--- src/rtl/uv_rst_seq.sv ---
// uv_rst_seq: power-on / system reset sequencer with lock, LDO, button and soft-reset handling
module uv_rst_seq #(
  parameter int LOCK_CYCLES   = 16,
  parameter int STAGE_GAP     = 4,
  parameter int BTN_DB_CYCLES = 8
) (
  input  logic       clk,
  input  logic       rst,
  input  logic       clk_locked,
  input  logic       btn_rst_n,
  input  logic       soft_rst_req,
  input  logic       ldo_ready,
  output logic       por_rst_n,
  output logic       sys_rst_n,
  output logic [1:0] rst_cause,
  output logic       seq_busy
);
  localparam logic [2:0] S_LOCK = 3'd0;
  localparam logic [2:0] S_POR  = 3'd1;
  localparam logic [2:0] S_LDO  = 3'd2;
  localparam logic [2:0] S_SYS  = 3'd3;
  localparam logic [2:0] S_RUN  = 3'd4;
  localparam logic [2:0] S_HOLD = 3'd5;
  localparam logic [7:0] LOCK_L = 8'(LOCK_CYCLES - 1);
  localparam logic [7:0] GAP_L  = 8'(STAGE_GAP - 1);
  localparam logic [7:0] DB_L   = 8'(BTN_DB_CYCLES);
  logic [2:0] state, nxt_state;
  logic [7:0] cnt, nxt_cnt, db_cnt, nxt_db;
  logic       nxt_por, nxt_sys, press;
  logic [1:0] nxt_cause;
  // next-state, shared counter and reset-output decisions; lock loss outranks everything
  always_comb begin
    press     = db_cnt == DB_L;
    nxt_db    = btn_rst_n ? 8'd0 : (press ? db_cnt : db_cnt + 8'd1);
    nxt_state = state;
    nxt_cnt   = (cnt == 8'hFF) ? cnt : cnt + 8'd1;
    nxt_por   = por_rst_n;
    nxt_sys   = sys_rst_n;
    nxt_cause = rst_cause;
    if (state == S_LOCK) begin
      if (!clk_locked) nxt_cnt = 8'd0;
      else if (cnt == LOCK_L) begin
        nxt_state = S_POR;
        nxt_cnt   = 8'd0;
        nxt_por   = 1'b1;
      end
    end else if (!clk_locked) begin
      nxt_state = S_LOCK;
      nxt_cnt   = 8'd0;
      nxt_por   = 1'b0;
      nxt_sys   = 1'b0;
      nxt_cause = 2'b01;
    end else begin
      case (state)
        S_POR: if (cnt == GAP_L) begin
          nxt_state = S_LDO;
          nxt_cnt   = 8'd0;
        end
        S_LDO: if (ldo_ready) begin
          nxt_state = S_SYS;
          nxt_cnt   = 8'd0;
        end
        S_SYS: if (cnt == GAP_L) begin
          nxt_state = S_RUN;
          nxt_cnt   = 8'd0;
          nxt_sys   = 1'b1;
        end
        S_RUN: if (press || soft_rst_req) begin
          nxt_state = S_HOLD;
          nxt_cnt   = 8'd0;
          nxt_sys   = 1'b0;
          nxt_cause = press ? 2'b10 : 2'b11;
        end
        S_HOLD: if (cnt >= GAP_L && btn_rst_n) begin
          nxt_state = S_SYS;
          nxt_cnt   = 8'd0;
        end
        default: begin
          nxt_state = S_LOCK;
          nxt_cnt   = 8'd0;
          nxt_por   = 1'b0;
          nxt_sys   = 1'b0;
        end
      endcase
    end
  end
  // state and registered outputs; busy is derived from the state being entered
  always_ff @(posedge clk) begin
    if (rst) begin
      state     <= S_LOCK;
      cnt       <= 8'd0;
      db_cnt    <= 8'd0;
      por_rst_n <= 1'b0;
      sys_rst_n <= 1'b0;
      rst_cause <= 2'b00;
      seq_busy  <= 1'b1;
    end else begin
      state     <= nxt_state;
      cnt       <= nxt_cnt;
      db_cnt    <= nxt_db;
      por_rst_n <= nxt_por;
      sys_rst_n <= nxt_sys;
      rst_cause <= nxt_cause;
      seq_busy  <= nxt_state != S_RUN;
    end
  end
endmodule
--- config.mk ---
export PLATFORM = sky130hd
export DESIGN_NAME = uv_rst_seq
export DESIGN_NICKNAME = d
export VERILOG_FILES = /design/src/rtl/uv_rst_seq.sv
export SDC_FILE = /design/constraint.sdc
export NUM_CORES = 1
export LEC_CHECK = 0
export CAP_MARGIN = 20
export CORE_UTILIZATION = 40
export CTS_CLUSTER_SIZE = 12
export DETAILED_ROUTE_END_ITERATION = 7
export PLACE_DENSITY = 0.57
export SETUP_SLACK_MARGIN = 0.1
export SLEW_MARGIN = 40
export SYNTH_ARGS = -nofsm -noshare
export SYNTH_HDL_FRONTEND = slang
export SYNTH_SLANG_ARGS = --single-unit
--- constraint.sdc ---
create_clock -name clk -period 6.05 [get_ports clk]
set_input_delay 0.605 -clock clk [delete_from_list [all_inputs] [get_ports clk]]
set_output_delay 0.605 -clock clk [all_outputs]
set_load 0.02 [all_outputs]
Word-level counts from Yosys, hierarchy flattened:

Index checks and enable logic that the tools add are counted.

* $add $sub $neg: 2
* order comparisons: 1
* equal/unequal tests: 18
* mux-type cells: 33
* bitwise logic cells: 1
* reductions and logical operators: 10

Operators by type and width (number)
* $mux W8: 9
* $pmux W8 S4: 1
* $mux W3: 9
* $add A8 B1 Y8 const B: 2
* $eq A8 B4 Y1 const B: 2
* $pmux W3 S5: 1
* $mux W1: 9
* $ne A3 B3 Y1 const B: 3
* $eq A8 B2 Y1 const B: 1
* $eq A8 B8 Y1 const B: 1
* $ge A8 B2 Y1 const B: 1
* $eq A3 B2 Y1 const B: 2
* $eq A3 B3 Y1 const B: 2
* $mux W2: 3
* $ne A2 B1 Y1 const B: 3
* $reduce_and A3 Y1: 2
* $reduce_or A5 Y1: 1
* $ne A2 B2 Y1 const B: 2
* $reduce_and A4 Y1: 1
* $reduce_or A2 Y1: 2
* $eq A3 B1 Y1 const B: 1
* $logic_not A3 Y1: 1
* $ne A3 B2 Y1 const B: 1
* $pmux W1 S3: 1
* other kinds (4): 4

* register bits after elaboration: 24
* bits of input ports: 6
* output and inout port bits: 5

Depth between registers and ports, before layout:

* word-level depth: 7
* depth in mapped cells: 7

Least setup slack after synthesis:

No wires, ideal clock.

* path kind: register to register
* from: reg cnt[4]
* to: reg cnt[4]
* data arrival time: 1954 ps
* required time: 5970 ps
* slack: 4016 ps
* cell stages (with the launch flop): 6
* path buffers: 0
* clock period less this slack: 2034 ps
* cell sequence: dfxtp_1 -> or4_4 -> or4_4 -> a221oi_4 -> o311ai_4 -> a211oi_2

* word-level cells in the longest chain between the ends: 6

Ends and longest elaborated chain
* from (decl): line 28 `logic [7:0] cnt, nxt_cnt, db_cnt, nxt_db;`
* from (signal assigned): line 99 `cnt <= nxt_cnt;`
* $add A8 B1 Y8 (tied with other cells): line 36 `nxt_cnt = (cnt == 8'hFF) ? cnt : cnt + 8'd1;`
* $mux W8 or $logic_and A1 B1 Y1 (tied branches): line 36, 74
* $mux W8, on equally long branches
* $pmux W8 S4: line 54 `case (state)`
* $mux W8: line 47 `end else if (!clk_locked) begin`
* $mux W8 (*): line 40 `if (state == S_LOCK) begin`

Every way passes the cells marked *; elsewhere a longest branch is shown, timed or not.
A chain may end at the register's enable or synchronous reset.

Final worst setup path:

* from: reg cnt[0]
* to: reg cnt[1]

Same word-level chain as after synthesis.

==> impl_metrics.yaml <==
setup_path:
  end_kind: "register"
  cp.required_ns: 6.24
  cp-start-kind: "register"
  reg2reg_depth: 6
  crit_arrival_ns: 2.47
  cp_max_fo: 9
  crit_type: "register to register"
synthesis:
  yosysWarnings: 0
  ys_ff_latch: 24
  syn_inst: 157
  ys_seq_area_share_pct: 36.50
  synth_edf_count: 0
  synth.distinct_cells: 42
  syn_nets: 166
  synth_ff_type: "dfxtp_1"
  syn-cell-area_sq_um: 1316
  synth-async-reset-ratio_pct: 0
  synth_area_per_cell_sq_um: 8.384
cells_and_area:
  nets: 175
  syn_to_final_growth_pct: 11.03
  fill_cells: 308
  drive_gt1_share_pct: 7.317
  n_antenna_cell: 0
  final_common_cell: "nor2_1"
  layout_common_cells: "26 x nor2_1, 24 x dfxtp_1, 13 x nand2_1"
drt:
  avgViaCountPerCell: 5.442
  dr.pass1.iters: 4
  routed_wl_microns: 2575
  vias: 1132
  remaining_drc_errors: 0
  wl_per_cell_microns: 12.38
  drt_iter0_markers: 63
  drtAntennaViolNets: 0
place:
  dp_slack_ns: 3.583
  portBuffers: 10
  gp_congestion: 0.8527
  hpwl_microns: 1982
run:
  timing.max_cap.violations: 0
grt:
  grt_pass1_wl_microns: 4664
  grt_pass1_vias: 1073
  antenna_found_initial: 0
  grt_max_degree: 14
  grt_overflow: 0
  grt_util_all_layers_pct: 17.36
clocking:
  cts_resized: 0
  clock-root-buffer: "clkbuf_4"
  cts.path.max_buffers: 2
  clock_latency_ns: 0.31
  numClockSinks: 24
  h-tree-depth: 1
  cts.clk_slew.worst_paths_ns: 0.12
  cts_buffers: 3
  hold_buffers: 0
  post_cts_buffers: 0
  cts_tree: "yes"
power:
  power_frac_clock_pct: 28.3
  combPwrFrac_pct: 5.8
  switchingPower_w: 0.00005463
  pwr-share-seq_pct: 65.8
  p_leak_nw: 0.5174
  p_sw_share_pct: 22.46
  p_int_w: 0.0001886
  p_per_area_nw_per_um2: 166.4
  vdd_drop_max_uv: 76.08
sta:
  skew_ns: 0.001294
  timing.final.ws_setup_ns: 3.770
  fin_crit_ns: 2.280
  max_freq_mhz: 438.5
  slew_viol_final: 0
  rsz0062_at_grt: "false"
  setup_viol: 0
  hold_violations: 0
  fin_crit_sh_pct: 37.69
  fin_setup_tns_ns: 0
  maxSlewHeadroom_pct: 59.12
  worstMarginPinSlew_ns: 0.6086
floorplan:
  ios: 11
  dieArea_sq_um: 3524
  core_sq_um: 3078
  start_util_pct: 42.76
  fp-row-count: 20
  die_y_microns: 59.37
  die_w_microns: 59.37
worst_hold_path:
  hold_path_depth: 2
  hold_path.class: "register to register"
run_status:
  status: "finished clean"
-- power by group through the flow --
stage	Clock, W	Combinational, W	Sequential, W
5_1_grt	0.0000777	0.0000163	0.000160
4_1_cts	0.0000717	0.0000144	0.000160
6_report	0.0000689	0.0000142	0.000160
2_1_floorplan	0	0.00000887	0.000163
3_3_place_gp	0	0.0000139	0.000164
3_5_place_dp	0	0.0000142	0.000164
-- cell usage after synthesis, drive strengths merged, types with 3 or more instances --
cell    number  area [sq um]
a21oi        6         30.03
and3         4         25.02
nor3        10         60.06
nand3        8         40.04
nand2       13         48.80
buf          4         25.02
inv          7         26.28
ha           3         37.54
nor2        26         97.59
o21ai        7         35.03
a211oi       4         45.05
xor2         6         52.55
mux2i        3         30.03
dfxtp       24         480.5
-- sequential cells by signal, indices dropped and copies added (netlist names) --
register / count
seq_busy: 1
cnt: 8
por_rst_n: 1
state: 3
rst_cause: 2
db_cnt: 8
sys_rst_n: 1
-- cell type report --
cell class / instances / area, sq um / area share, %
tap: 44 / 55.05 / 3.767
sequential: 24 / 480.5 / 32.88
clock buffer: 3 / 22.52 / 1.541
multi-input combinational: 120 / 777.0 / 53.17
inverter: 7 / 26.28 / 1.798
timing repair buffer: 10 / 100.1 / 6.849
-- kinds of logic (layout without fill, tap and decap cells) --
family / count (synthesis) / in the layout / synth area share, %
AO/OA/AOI/OAI: 29 / 29 / 18.82
XOR/XNOR: 8 / 8 / 5.323
adder cells (fa/ha/maj): 3 / 3 / 2.852
buffers and inverters: 13 / 20 / 4.468
flip-flops: 24 / 24 / 36.50
multiplexers: 3 / 3 / 2.281
AND/OR/NAND/NOR: 77 / 77 / 29.75
-- through the flow --
step	cell area (sq um)	total power, W	utilization, %	hold WS [ns]	instances
6_report	1461	0.0002432	47.48	0.4973	208
5_1_grt	1461	0.0002544	47.48	0.5393	208
4_1_cts	1461	0.0002461	47.48	0.4969	208
3_5_place_dp	1439	0.0001777	46.75	0.4792	205
3_3_place_gp	1439	0.0001774	46.75	0.4642	205
2_1_floorplan	1316	0.0001721	-	0.4801	157
-- worst max-delay path, cell delays in order (launching register included) --
cell and delay [ns]:
dfxtp_1 0.39, ha_1 0.38, nand3_1 0.33, o2111ai_1 0.28, o311ai_1 0.17, o311ai_4 0.49
nor2_1 0.12
-- path summary, 6_finish.rpt --
path	slack [ns]	to	from
setup / recovery	3.77	cnt[1]	cnt[0]
setup reg to reg	3.77	cnt[1]	cnt[0]
hold reg to reg	0.50	por_rst_n	por_rst_n
hold / removal	0.50	por_rst_n	por_rst_n
-- per-layer routing --
layer | share of wire, % | track usage [%] | vias to the layer above
met3 | 1.7 | 1.965 | 2
li1 | - | - | 575
met1 | 48 | 21.92 | 548
met4 | 0.74 | 7.143 | 0
met2 | 49 | 29.86 | 7
met5 | 0 | 0 | -
Note: power is estimated with default switching activity, not from simulation.
